==> src/rtl/uart_io_peripheral.sv <==
// Memory-mapped 8N1 UART slave: buffered transmitter with a TX FIFO, a receiver that
// holds one byte and reports error flags, and a programmable baud divisor.
module uart_io_peripheral #(
    parameter int FIFO_DEPTH  = 16,
    parameter int DIV_W       = 16,
    parameter int DEFAULT_DIV = 868
) (
    input  logic        clk,
    input  logic        rst,
    input  logic        sel,
    input  logic        we,
    input  logic        re,
    input  logic [7:0]  addr,
    input  logic [31:0] wdata,
    output logic [31:0] rdata,
    output logic        uart_tx,
    input  logic        uart_rx
);
    localparam int AW = $clog2(FIFO_DEPTH);
    localparam logic [1:0] REG_TXDATA  = 2'd0;
    localparam logic [1:0] REG_RXDATA  = 2'd1;
    localparam logic [1:0] REG_STATUS  = 2'd2;
    localparam logic [1:0] REG_BAUDDIV = 2'd3;
    localparam logic [DIV_W-1:0] MIN_DIV = DIV_W'(4);

    typedef enum logic [1:0] {ST_IDLE, ST_START, ST_DATA, ST_STOP} uart_state_t;

    // Divisors below 4 would leave no room for the half-bit RX sample point.
    function automatic logic [DIV_W-1:0] sat_div(input logic [DIV_W-1:0] val);
        return (val < MIN_DIV) ? MIN_DIV : val;
    endfunction

    logic acc_wr, acc_rd;
    logic wr_tx, wr_stat, wr_div, rx_pop;

    assign acc_wr  = sel & we;
    assign acc_rd  = sel & re;
    assign wr_tx   = acc_wr && (addr[3:2] == REG_TXDATA);
    assign wr_stat = acc_wr && (addr[3:2] == REG_STATUS);
    assign wr_div  = acc_wr && (addr[3:2] == REG_BAUDDIV);
    assign rx_pop  = acc_rd && (addr[3:2] == REG_RXDATA);

    logic unused_bits;
    assign unused_bits = ^{addr[7:4], addr[1:0], wdata[31:8]};

    logic [DIV_W-1:0] baud_div, div_m1, div_half;

    always_ff @(posedge clk) begin
        if (rst) begin
            baud_div <= DIV_W'(DEFAULT_DIV);
        end else if (wr_div) begin
            baud_div <= sat_div(wdata[DIV_W-1:0]);
        end
    end

    assign div_m1   = baud_div - DIV_W'(1);
    assign div_half = baud_div >> 1;

    logic [7:0]    fifo_mem [FIFO_DEPTH];
    logic [AW-1:0] wr_ptr, rd_ptr;
    logic [AW:0]   fifo_cnt;
    logic          tx_full, tx_empty, fifo_push, fifo_pop, tx_drop_set;
    logic [7:0]    fifo_head;

    assign tx_full     = (fifo_cnt == (AW+1)'(FIFO_DEPTH));
    assign tx_empty    = (fifo_cnt == '0);
    // A full FIFO still accepts a byte when the transmitter drains one on the same edge.
    assign fifo_push   = wr_tx && (!tx_full || fifo_pop);
    assign tx_drop_set = wr_tx && !fifo_push;
    assign fifo_head   = fifo_mem[rd_ptr];

    always_ff @(posedge clk) begin
        if (rst) begin
            wr_ptr   <= '0;
            rd_ptr   <= '0;
            fifo_cnt <= '0;
        end else begin
            if (fifo_push) wr_ptr <= wr_ptr + AW'(1);
            if (fifo_pop)  rd_ptr <= rd_ptr + AW'(1);
            case ({fifo_push, fifo_pop})
                2'b10:   fifo_cnt <= fifo_cnt + (AW+1)'(1);
                2'b01:   fifo_cnt <= fifo_cnt - (AW+1)'(1);
                default: fifo_cnt <= fifo_cnt;
            endcase
        end
    end

    always_ff @(posedge clk) begin
        if (fifo_push) fifo_mem[wr_ptr] <= wdata[7:0];
    end

    uart_state_t      tx_state, tx_state_nx;
    logic [DIV_W-1:0] tx_cnt, tx_cnt_nx;
    logic [2:0]       tx_idx, tx_idx_nx;
    logic [7:0]       tx_shift, tx_shift_nx;
    logic             tx_line_nx, tx_tick, tx_busy;

    assign tx_tick = (tx_cnt == '0);
    assign tx_busy = (tx_state != ST_IDLE);

    always_ff @(posedge clk) begin
        if (rst) begin
            tx_state <= ST_IDLE;
            tx_cnt   <= '0;
            tx_idx   <= '0;
            uart_tx  <= 1'b1;
        end else begin
            tx_state <= tx_state_nx;
            tx_cnt   <= tx_cnt_nx;
            tx_idx   <= tx_idx_nx;
            uart_tx  <= tx_line_nx;
        end
    end

    always_ff @(posedge clk) begin
        tx_shift <= tx_shift_nx;
    end

    always_comb begin
        tx_state_nx = tx_state;
        tx_cnt_nx   = tx_cnt;
        tx_idx_nx   = tx_idx;
        tx_shift_nx = tx_shift;
        tx_line_nx  = 1'b1;
        fifo_pop    = 1'b0;
        case (tx_state)
            ST_IDLE: begin
                if (!tx_empty) begin
                    fifo_pop    = 1'b1;
                    tx_shift_nx = fifo_head;
                    tx_cnt_nx   = div_m1;
                    tx_state_nx = ST_START;
                end
            end
            ST_START: begin
                if (tx_tick) begin
                    tx_idx_nx   = '0;
                    tx_cnt_nx   = div_m1;
                    tx_state_nx = ST_DATA;
                end else begin
                    tx_cnt_nx = tx_cnt - DIV_W'(1);
                end
            end
            ST_DATA: begin
                if (tx_tick) begin
                    tx_cnt_nx = div_m1;
                    if (tx_idx == 3'd7) begin
                        tx_state_nx = ST_STOP;
                    end else begin
                        tx_idx_nx = tx_idx + 3'd1;
                    end
                end else begin
                    tx_cnt_nx = tx_cnt - DIV_W'(1);
                end
            end
            ST_STOP: begin
                if (tx_tick) begin
                    // Chain straight into the next start bit so queued frames are gapless.
                    if (!tx_empty) begin
                        fifo_pop    = 1'b1;
                        tx_shift_nx = fifo_head;
                        tx_cnt_nx   = div_m1;
                        tx_state_nx = ST_START;
                    end else begin
                        tx_state_nx = ST_IDLE;
                    end
                end else begin
                    tx_cnt_nx = tx_cnt - DIV_W'(1);
                end
            end
            default: tx_state_nx = ST_IDLE;
        endcase
        case (tx_state_nx)
            ST_START: tx_line_nx = 1'b0;
            ST_DATA:  tx_line_nx = tx_shift_nx[tx_idx_nx];
            default:  tx_line_nx = 1'b1;
        endcase
    end

    logic rx_s1, rx_s2, rx_s3, rx_fall;

    always_ff @(posedge clk) begin
        if (rst) begin
            rx_s1 <= 1'b1;
            rx_s2 <= 1'b1;
            rx_s3 <= 1'b1;
        end else begin
            rx_s1 <= uart_rx;
            rx_s2 <= rx_s1;
            rx_s3 <= rx_s2;
        end
    end

    assign rx_fall = rx_s3 & ~rx_s2;

    uart_state_t      rx_state, rx_state_nx;
    logic [DIV_W-1:0] rx_cnt, rx_cnt_nx;
    logic [2:0]       rx_idx, rx_idx_nx;
    logic [7:0]       rx_shift, rx_shift_nx;
    logic             rx_tick, rx_done;

    assign rx_tick = (rx_cnt == '0);

    always_ff @(posedge clk) begin
        if (rst) begin
            rx_state <= ST_IDLE;
            rx_cnt   <= '0;
            rx_idx   <= '0;
        end else begin
            rx_state <= rx_state_nx;
            rx_cnt   <= rx_cnt_nx;
            rx_idx   <= rx_idx_nx;
        end
    end

    always_ff @(posedge clk) begin
        rx_shift <= rx_shift_nx;
    end

    always_comb begin
        rx_state_nx = rx_state;
        rx_cnt_nx   = rx_cnt;
        rx_idx_nx   = rx_idx;
        rx_shift_nx = rx_shift;
        rx_done     = 1'b0;
        case (rx_state)
            ST_IDLE: begin
                if (rx_fall) begin
                    rx_cnt_nx   = div_half;
                    rx_state_nx = ST_START;
                end
            end
            ST_START: begin
                if (rx_tick) begin
                    // Line back high at mid start bit: treat it as a glitch.
                    if (rx_s2) begin
                        rx_state_nx = ST_IDLE;
                    end else begin
                        rx_idx_nx   = '0;
                        rx_cnt_nx   = div_m1;
                        rx_state_nx = ST_DATA;
                    end
                end else begin
                    rx_cnt_nx = rx_cnt - DIV_W'(1);
                end
            end
            ST_DATA: begin
                if (rx_tick) begin
                    rx_shift_nx[rx_idx] = rx_s2;
                    rx_cnt_nx           = div_m1;
                    if (rx_idx == 3'd7) begin
                        rx_state_nx = ST_STOP;
                    end else begin
                        rx_idx_nx = rx_idx + 3'd1;
                    end
                end else begin
                    rx_cnt_nx = rx_cnt - DIV_W'(1);
                end
            end
            ST_STOP: begin
                if (rx_tick) begin
                    rx_done     = 1'b1;
                    rx_state_nx = ST_IDLE;
                end else begin
                    rx_cnt_nx = rx_cnt - DIV_W'(1);
                end
            end
            default: rx_state_nx = ST_IDLE;
        endcase
    end

    logic [7:0] rx_byte;
    logic       rx_valid, rx_ovr, rx_ferr, tx_drop;
    logic       rx_load, ovr_set, ferr_set;
    logic [2:0] w1c;

    assign rx_load  = rx_done && (!rx_valid || rx_pop);
    assign ovr_set  = rx_done && rx_valid && !rx_pop;
    assign ferr_set = rx_done && !rx_s2;
    assign w1c      = wr_stat ? wdata[6:4] : 3'b000;

    always_ff @(posedge clk) begin
        if (rst) begin
            rx_valid <= 1'b0;
            rx_ovr   <= 1'b0;
            rx_ferr  <= 1'b0;
            tx_drop  <= 1'b0;
        end else begin
            if (rx_load) begin
                rx_valid <= 1'b1;
            end else if (rx_pop) begin
                rx_valid <= 1'b0;
            end
            // A set on the same edge as a clear leaves the flag set.
            tx_drop <= tx_drop_set | (tx_drop & ~w1c[2]);
            rx_ferr <= ferr_set    | (rx_ferr & ~w1c[1]);
            rx_ovr  <= ovr_set     | (rx_ovr  & ~w1c[0]);
        end
    end

    always_ff @(posedge clk) begin
        if (rx_load) rx_byte <= rx_shift;
    end

    logic [31:0] rd_mux;

    always_comb begin
        rd_mux = '0;
        case (addr[3:2])
            REG_RXDATA:  rd_mux = {24'b0, rx_byte};
            REG_STATUS:  rd_mux = {25'b0, tx_drop, rx_ferr, rx_ovr, rx_valid,
                                   tx_busy, tx_empty, tx_full};
            REG_BAUDDIV: rd_mux = 32'(baud_div);
            default:     rd_mux = '0;
        endcase
    end

    always_ff @(posedge clk) begin
        if (rst) begin
            rdata <= '0;
        end else if (acc_rd) begin
            rdata <= rd_mux;
        end
    end

endmodule

==> config.mk <==
export PLATFORM = sky130hd
export DESIGN_NAME = uart_io_peripheral
export DESIGN_NICKNAME = d
export VERILOG_FILES = /design/src/rtl/uart_io_peripheral.sv
export SDC_FILE = /design/constraint.sdc
export NUM_CORES = 1
export LEC_CHECK = 0
export BUFFER_PORTS_ARGS = -buffer_cell sky130_fd_sc_hd__buf_2
export CAP_MARGIN = 15
export CORE_ASPECT_RATIO = 0.75
export CORE_MARGIN = 2
export CORE_UTILIZATION = 55
export DETAILED_ROUTE_END_ITERATION = 8
export GPL_TIMING_DRIVEN = 0
export PLACE_DENSITY = 0.76
export RECOVER_POWER = 50
export SKIP_LAST_GASP = 1
export SLEW_MARGIN = 0
export SYNTH_ARGS = -nofsm -noshare
export SYNTH_HDL_FRONTEND = slang
export SYNTH_SLANG_ARGS = --single-unit
==> constraint.sdc <==
create_clock -name clk -period 3.8 [get_ports clk]
set_clock_uncertainty 0.1 [all_clocks]
set_input_delay 0.57 -clock clk [delete_from_list [all_inputs] [get_ports clk]]
set_output_delay 0.57 -clock clk [all_outputs]
set_load 0.01 [all_outputs]
=== Word-level counts from Yosys, hierarchy flattened ===
Memory sizes are Yosys's and may differ from the RTL's. A register that Yosys moved wholly into a read port is not among the register bits.
Cells that the tools add are included.

* Flip-flop bits (word level): 135
* Memory bits (writable): 128
* Input port bits: 46
* Output and inout port bits: 33
* Word-level logic and storage cells: 164
* Memories kept: 1

* $add $sub $neg: 9
* $lt $le $gt $ge: 4
* Equality and inequality tests: 25
* Muxes and demuxes: 57
* Bitwise gates (word level): 13
* Reductions and logical operators: 33

{| class="wikitable"
|+ Memories
! memory !! depth !! width !! rd ports !! clocked after memory_dff !! wr ports !! line !! RTL
|-
| fifo_mem || 16 || 8 || 1 || 1 || 1 || 59 || <nowiki>logic [7:0] fifo_mem [FIFO_DEPTH];</nowiki>
|}

{| class="wikitable"
|+ Operators by type and width
! cell !! number
|-
| $mux W16 || 9
|-
| $pmux W16 S3 || 2
|-
| $pmux W16 S4 || 1
|-
| $sub A16 B1 Y16 const B || 3
|-
| $logic_not A16 Y1 || 2
|-
| $mux W3 || 8
|-
| $mux W2 || 11
|-
| $eq A2 B2 Y1 const B || 8
|-
| $lt A16 B3 Y1 const B || 1
|-
| $mux W8 || 2
|-
| $ne A2 B2 Y1 const B || 8
|-
| $pmux W2 S4 || 2
|-
| $pmux W8 S2 || 1
|-
| $pmux W3 S2 || 2
|-
| $logic_and A1 B1 Y1 || 11
|-
| $mux W1 || 11
|-
| $eq A2 B1 Y1 const B || 5
|-
| $pmux W5 S2 || 1
|-
| $reduce_and A5 Y1 || 2
|-
| $add A4 B1 Y4 const B || 2
|-
| $bwmux W8 || 1
|-
| $lt A3 B4 Y1 const B || 2
|-
| $mux W4 || 2
|-
| $reduce_bool A2 Y1 || 4
|-
| 20 further kinds || 40
|}

=== Depth between registers and ports, before layout ===
Gate-level depths: netlist of the first run.

* Word-level depth: 9
* Mapped depth: 17
* Gate-level depth less buffers: 16

=== Least setup slack after synthesis of the first run ===
OpenSTA, ideal clock, no wires.

* Kind: register to register
* From: register tx_cnt[2]
* To: register fifo_cnt[4]
* Library setup time: 0.070 ns
* Arrival time: 3.373 ns
* Data required time: 3.630 ns
* Path slack: 0.256 ns
* Stages on the path, launching flop included: 17
* Path buffers: 1
* Period minus slack after synthesis: 3.544 ns
* Cell sequence: dfxtp_1 > nor4_4 > and2_4 > a31oi_4 > o211ai_2 > nor4b_4 > inv_1 > ha_1 > clkbuf_1 > xor2_1 > ha_1 > o21ai_0 > a21oi_1 > a21oi_1 > xor2_1 > or3_1 > a21oi_1

* Word-level cells in the longest chain between the ends: 7

{| class="wikitable"
|+ RTL lines
! item !! line !! RTL
|-
| start, declared || 93 || <nowiki>logic [DIV_W-1:0] tx_cnt, tx_cnt_nx;</nowiki>
|-
| start signal, assigned || 109 || <nowiki>tx_cnt <= tx_cnt_nx;</nowiki>
|-
| $logic_not A16 Y1 (*) || 98 || <nowiki>assign tx_tick = (tx_cnt == '0);</nowiki>
|-
| $mux W1 (*) || 157 || <nowiki>if (tx_tick) begin</nowiki>
|-
| $pmux W1 S2 (*) || 126 || <nowiki>case (tx_state)</nowiki>
|-
| $logic_or A1 B1 Y1 || 68 || <nowiki>assign fifo_push = wr_tx && (!tx_full || fifo_pop);</nowiki>
|-
| $logic_and A1 B1 Y1 || 68 ||
|-
| $eq A2 B1 Y1 / $eq A2 B2 Y1 (equally long branches) || 80 || <nowiki>case ({fifo_push, fifo_pop})</nowiki>
|-
| $pmux W5 S2 / $reduce_bool A2 Y1 (equally long branches) || - ||
|-
| end signal, assigned || 81 || <nowiki>2'b10: fifo_cnt <= fifo_cnt + (AW+1)'(1);</nowiki>
|-
| end signal, assigned || 82 || <nowiki>2'b01: fifo_cnt <= fifo_cnt - (AW+1)'(1);</nowiki>
|-
| end signal, assigned || 83 || <nowiki>default: fifo_cnt <= fifo_cnt;</nowiki>
|-
| end, declared || 61 || <nowiki>logic [AW:0] fifo_cnt;</nowiki>
|}

Every way passes the cells marked *; elsewhere a longest branch is shown, timed or not.
A chain may end at the register's enable or synchronous reset.

=== Final worst setup path of the first run ===
* From: register tx_cnt[10]
* To: register fifo_cnt[4]

Same word-level chain as after synthesis.

==> key figures, run 1 <==
Global route
  – GRT met2 Usage: 37.8%
  – Total track usage: 25.8%
  – GR met1 Demand/Resource: 39.9%
  – Initial antenna violation count: 0
  – Vias in the first global route: 7828
  – Global route hottest layer: met1
  – Largest net degree at the start of global routing: 20
  – GR met3 Demand/Resource: 5.19%
  – First-pass GRT wire length: 43900 um
  – GRT overflow: 0

STA
  – Worst slew pin tran: 0.994 ns
  – Max-slew headroom: 33.3%
  – RSZ-0062 raised after global routing: false
  – Max Slew Vio Count: 0
  – Setup slack after layout: 0.211 ns
  – Final setup violation count: 0
  – Tcrit/Tclk final: 94.5%
  – Highest clock rate: 0.279 GHz
  – Setup TNS: 0 ns
  – Fin crit period: 3.59 ns
  – Final Hold Fails: 0

Final layout
  – Finished Layout Cells: 1399
  – Area Overhead vs Synth: 13.2%
  – Layout Utilization: 62.9%
  – Share of cells above drive strength 1: 14.7%
  – Filler Cells Inserted: 1609
  – ANT cells: 0
  – Nets: 1165

Outcome
  – Outcome: completed

Route
  – Drt drc: 0
  – WL/cell: 20.2 um
  – Initial DRT Pass Iterations: 5
  – Detail Route Antenna Nets: 0
  – Vias post-DR: 8390
  – Initial DRC count: 1047
  – Total Wirelength: 28200 um
  – Vias per inst: 6.00

Critical path
  – WP depth: 15
  – Kind of critical path: register to register
  – Worst Path Max Fanout: 9
  – Reg2Reg Setup Slack: 0.21 ns
  – R2R depth: 15
  – Critical path's most frequent cell: a21oi_1
  – CP required: 4.16 ns
  – Slowest library cell on the worst path: dfxtp_1
  – CP Capture Point: fifo_cnt[4]
  – WP data arrival: 3.95 ns
  – Crit-path cells: nor4_2 -> and3_4 -> a31oi_4 -> o211ai_4 -> nor4b_4 -> inv_1 -> ha_4 -> xor2_1 -> ha_1 -> o21ai_1 -> a21oi_1 -> a21oi_1 -> xor2_1 -> or3_1 -> a21oi_1
  – Reg-to-reg startpoint: tx_cnt[10]
  – Worst path top cell family by delay: simple AND/OR/NAND/NOR gates
  – Worst setup path startpoint: tx_cnt[10]
  – CP Capture Type: register
  – CP bufs+invs: 1
  – Worst path max stage delay: 0.35 ns
  – CP Launch Type: register
  – RR Endpoint: fifo_cnt[4]

Logic synthesis
  – Adder-Cell Fraction of Synth Area: 2.90%
  – Flops & latches, synth: 251
  – Ys flop type: edfxtp_1
  – Largest family of logic cells by synthesized area: simple AND/OR/NAND/NOR gates
  – EDFF count, synth: 144
  – Syn Area/Cell: 11.6 um2
  – Number of distinct library cells after synthesis: 81
  – Post-Synth Simple-Gate Area: 15.2%
  – Cells after Synth: 1006
  – Sequential area share after synthesis: 55.6%
  – Async S/R FF share, synth: 0%
  – Xor and xnor area share after synthesis: 3.39%
  – Mapped Area: 0.0116 mm2
  – Synth Area in Compound Gates: 11.0%
  – Yosys warning total: 0
  – Post-synthesis mux area share: 8.17%

Die
  – Num rows: 46
  – Starting Density: 55.6%
  – Chip Height: 130 um
  – # IOs: 79
  – Die W: 172 um
  – Core area: 0.0210 mm2
  – Die Area: 0.0224 mm2

Power and ir drop
  – Leak pwr: 0.00455 uW
  – Total power: 8720 uW
  – Flop pwr share: 36.4%
  – Internal power: 5730 uW
  – Combinational power share: 33.0%
  – Clock share of power: 30.6%
  – Pwr per Cell Area: 662 mW/mm2
  – Sw frac: 34.3%
  – VDD IR max: 0.423 mV
  – P_sw: 2990 uW

Placed design
  – GPL Wtd Cong: 0.961
  – Placement Setup Slack: -0.462 ns
  – Final HPWL DP: 19800 um
  – IO buf count: 39
  – Placed insts: 1352

Clock tree
  – Root Buffer: clkbuf_16
  – CTS Buf Count: 25
  – Clock latency on the worst-skew pair: 0.54 ns
  – Clk pin slew, worst setup/hold paths: 0.06 ns
  – # hold bufs at CTS: 0
  – CTS tree: done
  – Clk buf depth: 3
  – CTS sink cnt: 251
  – H-tree depth: 1

Worst hold path
  – Hold crit path type: primary input to register

Flow run
  – Max-Cap Viols: 0
cell families after synthesis:
family          count (synthesis)
simple gates                  351
flops                         251
compound gates                186
buf+inv                        91
mux                            54
xor+xnor                       45
fa+ha+maj                      27
other cells                     1
worst reg2reg max path: stages, from the launching register on:
cell	delay, ns
dfxtp_1	0.35
nor4_2	0.34
and3_4	0.28
a31oi_4	0.12
o211ai_4	0.30
nor4b_4	0.28
inv_1	0.14
ha_4	0.22
xor2_1	0.15
ha_1	0.23
o21ai_1	0.17
a21oi_1	0.09
a21oi_1	0.19
xor2_1	0.10
or3_1	0.32
a21oi_1	0.15
flip-flops by register name, summed over array words and instances (netlist names), 2 cells and up, named ones only:
register / count
fifo_mem: 128
baud_div: 16
rdata: 16
rx_cnt: 16
tx_cnt: 16
rx_byte: 8
rx_shift: 8
tx_shift: 8
fifo_cnt: 5
rd_ptr: 4
wr_ptr: 4
rx_idx: 3
tx_idx: 3
tx_state: 2
Yosys cell counts, drive strengths merged, types with 20 or more instances:
library cell  number  area share (%)
nand2b            20             1.1
a21oi             54             2.4
ha                27             2.9
edfxtp           144              37
o21ai             26             1.2
clkbuf            40             1.3
nor2             110             3.5
mux4              32             6.2
nand2             97             3.2
buf               29             1.7
dfxtp            107              18
nor3              35             1.6
inv               22            0.71
a22oi             29             1.9
xor2              27             2.0
per-stage QoR:
step / hold WS (ns) / area, um2
3_5_place_dp: 0.299 / 12300
5_1_grt: 0.106 / 13200
2_1_floorplan: 0.289 / 11700
6_report: 0.108 / 13200
3_3_place_gp: 0.295 / 12300
4_1_cts: 0.0959 / 13200
final cells by class:
class                           count  area [um2]  area share [%]
Inverter                           22        82.6           0.627
Sequential cell                   251        6470            49.1
Clock inverter                     17         241            1.83
Timing Repair Buffer               46         205            1.56
Tap cell                          288         360            2.74
Buffer                             67         345            2.62
Clock buffer                       29         651            4.94
Multi-Input combinational cell    679        4820            36.6
worst min-delay path by stage:
stage,startpoint,to,slack [ns],cells past startpoint
4_1_cts,uart_rx,rx_s1,0.1,2
2_1_floorplan,rx_s1,rx_s2,0.29,1
6_report,uart_rx,rx_s1,0.11,2
3_5_place_dp,rx_s1,rx_s2,0.30,1
5_1_grt,uart_rx,rx_s1,0.11,2
3_3_place_gp,rx_s1,rx_s2,0.30,1
power groups by stage:
| stage | sequential, uW | clock [uW] | combinational, uW |
|---|---|---|---|
| after floorplan | 3180 | 0 | 2100 |
| after global placement | 3210 | 0 | 2690 |
| after detailed placement | 3210 | 0 | 2750 |
| after CTS | 3170 | 2690 | 2800 |
| after global routing | 3190 | 2790 | 3160 |
| final | 3170 | 2670 | 2880 |
cells in the final DEF (no fill, tap or decap), types with 5 or more instances in the layout:
| cell type | n |
|---|---|
| o22ai_1 | 14 |
| o21ai_0 | 22 |
| nor3_1 | 33 |
| nand3_1 | 13 |
| bufinv_16 | 5 |
| ha_1 | 25 |
| a22o_1 | 8 |
| a211oi_1 | 6 |
| nand2b_1 | 20 |
| clkbuf_16 | 25 |
| nand3b_1 | 7 |
| buf_4 | 22 |
| or2_2 | 6 |
| mux2i_1 | 14 |
| buf_2 | 23 |
| clkbuf_1 | 67 |
| conb_1 | 16 |
| nor4_1 | 8 |
| a221oi_1 | 9 |
| nor3b_1 | 5 |
| inv_1 | 22 |
| mux2_2 | 8 |
| nand4_1 | 6 |
| a22oi_1 | 29 |
| mux4_2 | 32 |
| or3_1 | 5 |
| nor2_1 | 110 |
| xor2_1 | 27 |
| nand2_1 | 95 |
| a31oi_1 | 6 |
| edfxtp_1 | 144 |
| a21oi_1 | 52 |
| xnor2_1 | 18 |
| dfxtp_1 | 107 |
| nor2b_1 | 12 |
repair_timing:
action | 4_1_cts | 5_1_grt
pin swaps | 2 | 3
setup buffers | 2 | 1
resized for setup | 4 | 5
setup endpoints to repair | 2 | 1
metal layers:
metal | vias to the layer above | routed length [um]
li1 | 3847 | -
met1 | 4097 | 12800
met2 | 404 | 12000
met3 | 42 | 2900
met4 | 0 | 508
met5 | - | 0
Power figures use the tool's default switching activity.
==> run 2: changes to the inputs <==
CORE_ASPECT_RATIO = 2   (was 0.75)
==> run 2 against run 1 <==
  * Die area grew 0.26%
  * Global-route usage grew 1.5 points
  * Clock power fell by 17%
  * Final cell count down 1.8%
  * Sequential cell count did not move
  * Hold slack improved by 0.0075 ns
  * Sequential power barely moved
  * Cell area is 1.7% lower
  * Core utilization down 0.75 points
  * Wire length is 6.7% higher
  * Via count is 1.1% lower
  * Register-to-register slack got worse by 0.04 ns
  * Largest cell class unchanged
  * Largest power group unchanged
==> key figures, run 2 (synthesized netlist as in run 1, its figures left out) <==
Outcome
  – Outcome: completed

Die
  – Die W: 107 um (-38%)
  – Core area: 0.0208 mm2 (-0.56%)
  – Starting Density: 55.9% (+0.31 points)
  – # IOs: 79 (unchanged)
  – Chip Height: 210 um (+61%)
  – Die Area: 0.0224 mm2 (+0.26%)
  – Num rows: 75 (+63%)

Route
  – Detail Route Antenna Nets: 0 (unchanged)
  – Total Wirelength: 30100 um (+6.7%)
  – WL/cell: 21.9 um (+8.6%)
  – Drt drc: 0 (unchanged)
  – Initial DRT Pass Iterations: 5 (unchanged)
  – Vias post-DR: 8297 (-1.1%)
  – Initial DRC count: 402 (-62%)
  – Vias per inst: 6.04 (+0.69%)

Clock tree
  – CTS tree: done
  – Clk pin slew, worst setup/hold paths: 0.07 ns (about the same)
  – Root Buffer: clkbuf_16
  – # hold bufs at CTS: 0 (unchanged)
  – CTS Buf Count: 22 (-12%)
  – H-tree depth: 1 (unchanged)
  – CTS sink cnt: 251 (unchanged)
  – Clk buf depth: 3 (unchanged)
  – Clock latency on the worst-skew pair: 0.53 ns (about the same)

Final layout
  – Register Area: 0.00647 mm2 (unchanged)
  – Multi-input logic area: 0.00480 mm2 (-0.49%)
  – Finished Layout Cells: 1374 (-1.8%)
  – Most frequent cells in the layout: 144 x edfxtp_1, 110 x nor2_1, 107 x dfxtp_1
  – Commonest non-fill, non-tap cell in the layout: edfxtp_1
  – Filler Cells Inserted: 1734 (+7.8%)
  – Area Overhead vs Synth: 11.2%
  – Max reg flops: 128 (unchanged)
  – Nets: 1162 (-0.26%)
  – ANT cells: 0 (unchanged)
  – Reg with most FFs: fifo_mem
  – Finished Cell Area: 0.0129 mm2 (-1.7%)
  – Share of cells above drive strength 1: 14.0% (-0.64 points)

Power and ir drop
  – Leak pwr: 0.00447 uW (-1.8%)
  – Total power: 8280 uW (-5.0%)
  – VDD IR max: 0.482 mV (+14%)
  – Pwr per Cell Area: 640 mW/mm2 (-3.3%)

Critical path
  – Worst path max stage delay: 0.39 ns (+0.04 ns)
  – Crit-path cells: nor4_4 -> and2_4 -> a31oi_4 -> o211ai_4 -> nor4b_4 -> inv_1 -> ha_2 -> xor2_1 -> ha_1 -> o21ai_0 -> a21oi_1 -> a21oi_1 -> xor2_1 -> or3_1 -> a21oi_1
  – Slowest library cell on the worst path: dfxtp_1
  – CP Launch Type: register
  – CP Capture Type: register
  – Worst Path Max Fanout: 9 (unchanged)
  – CP bufs+invs: 1 (unchanged)
  – Worst path top cell family by delay: simple AND/OR/NAND/NOR gates
  – Kind of critical path: register to register
  – CP required: 4.16 ns (about the same)
  – WP data arrival: 3.99 ns (+0.04 ns)
  – Critical path's most frequent cell: a21oi_1

Placed design
  – Dpl cell area: 0.0122 mm2 (-0.23%)
  – Placed insts: 1331 (-1.6%)
  – Final HPWL DP: 22400 um (+13%)
  – IO buf count: 39 (unchanged)
  – Placement Setup Slack: -0.406 ns (+0.0556 ns)
  – GPL Wtd Cong: 0.964 (+0.35%)

STA
  – Highest clock rate: 0.275 GHz (-1.2%)
  – Final setup violation count: 0 (unchanged)
  – RSZ-0062 raised after global routing: false
  – Max-slew headroom: 25.4% (-7.9 points)
  – Tcrit/Tclk final: 95.6% (+1.2 points)
  – Fin crit period: 3.63 ns (+0.0446 ns)
  – Worst slew pin tran: 1.12 ns (+0.125 ns)
  – Setup slack after layout: 0.166 ns (-0.0446 ns)
  – Max Slew Vio Count: 0 (unchanged)
  – Final Hold Fails: 0 (unchanged)

Global route
  – Vias in the first global route: 8434 (+7.7%)
  – GRT overflow: 0 (unchanged)
  – Largest net degree at the start of global routing: 20 (unchanged)
  – First-pass GRT wire length: 45800 um (+4.3%)
  – Total track usage: 27.3% (+1.5 points)
  – Initial antenna violation count: 0 (unchanged)

Worst hold path
  – Hold crit path type: primary input to register

Flow run
  – Max-Cap Viols: 0 (unchanged)
-- run 2: area by class of cell --
| cell class | count | share of cell area (%) |
|---|---|---|
| sequential | 251 | 50.0 |
| timing repair buffer | 46 | 1.62 |
| inverter | 22 | 0.638 |
| clock inverter | 17 | 1.16 |
| buffer | 67 | 2.67 |
| multi-input combinational | 679 | 37.1 |
| tap | 269 | 2.60 |
| clock buffer | 23 | 4.28 |
-- run 2: path summary, 6_finish.rpt --
| check | from | endpoint | slack [ns] | cells past startpoint |
|---|---|---|---|---|
| max | tx_cnt[3] | fifo_cnt[4] | 0.17 | 15 |
| min | uart_rx | rx_s1 | 0.12 | 2 |
| max reg2reg | tx_cnt[3] | fifo_cnt[4] | 0.17 | 15 |
| min reg2reg | rx_s1 | rx_s2 | 0.32 | 1 |
-- run 2: worst reg2reg max path: stages (launching register included) --
cell	delay [ns]
dfxtp_1	0.39
nor4_4	0.36
and2_4	0.26
a31oi_4	0.13
o211ai_4	0.25
nor4b_4	0.28
inv_1	0.11
ha_2	0.28
xor2_1	0.17
ha_1	0.21
o21ai_0	0.16
a21oi_1	0.09
a21oi_1	0.22
xor2_1	0.11
or3_1	0.32
a21oi_1	0.13
-- run 2: power by group --
part           internal (uW)  leakage, uW  switching [uW]  total [uW]
Clock                   1160     0.000345            1060        2220
Combinational           1090      0.00196            1810        2900
Sequential              3020      0.00216             150        3170
Total                   5270      0.00447            3020        8280
-- run 2: per-layer routing --
layer	vias to the layer above	track usage [%]	wire length [um]
met3	120	2.89	1080
met5	-	0	0
met1	4030	24.5	9390
met2	303	53.9	17500
li1	3844	-	-
met4	0	19.6	2190
-- run 2: metrics by stage --
stage | utilization [%] | setup TNS, ns | hold WS, ns
after floorplan | - | 0 | 0.289
after global placement | 58.7 | -0.430 | 0.293
after detailed placement | 58.8 | -0.541 | 0.303
after CTS | 62.3 | 0 | 0.106
after global routing | 62.1 | 0 | 0.125
final | 62.1 | 0 | 0.116
-- run 2: repair_timing --
action                                 in CTS  in global routing
endpoints found under the hold margin       0                  0
buffers inserted                            3                  0
setup endpoints to repair                   2                  1
cloned                                      0                  0
pin swaps                                   2                  2
gates resized for setup                     2                  3
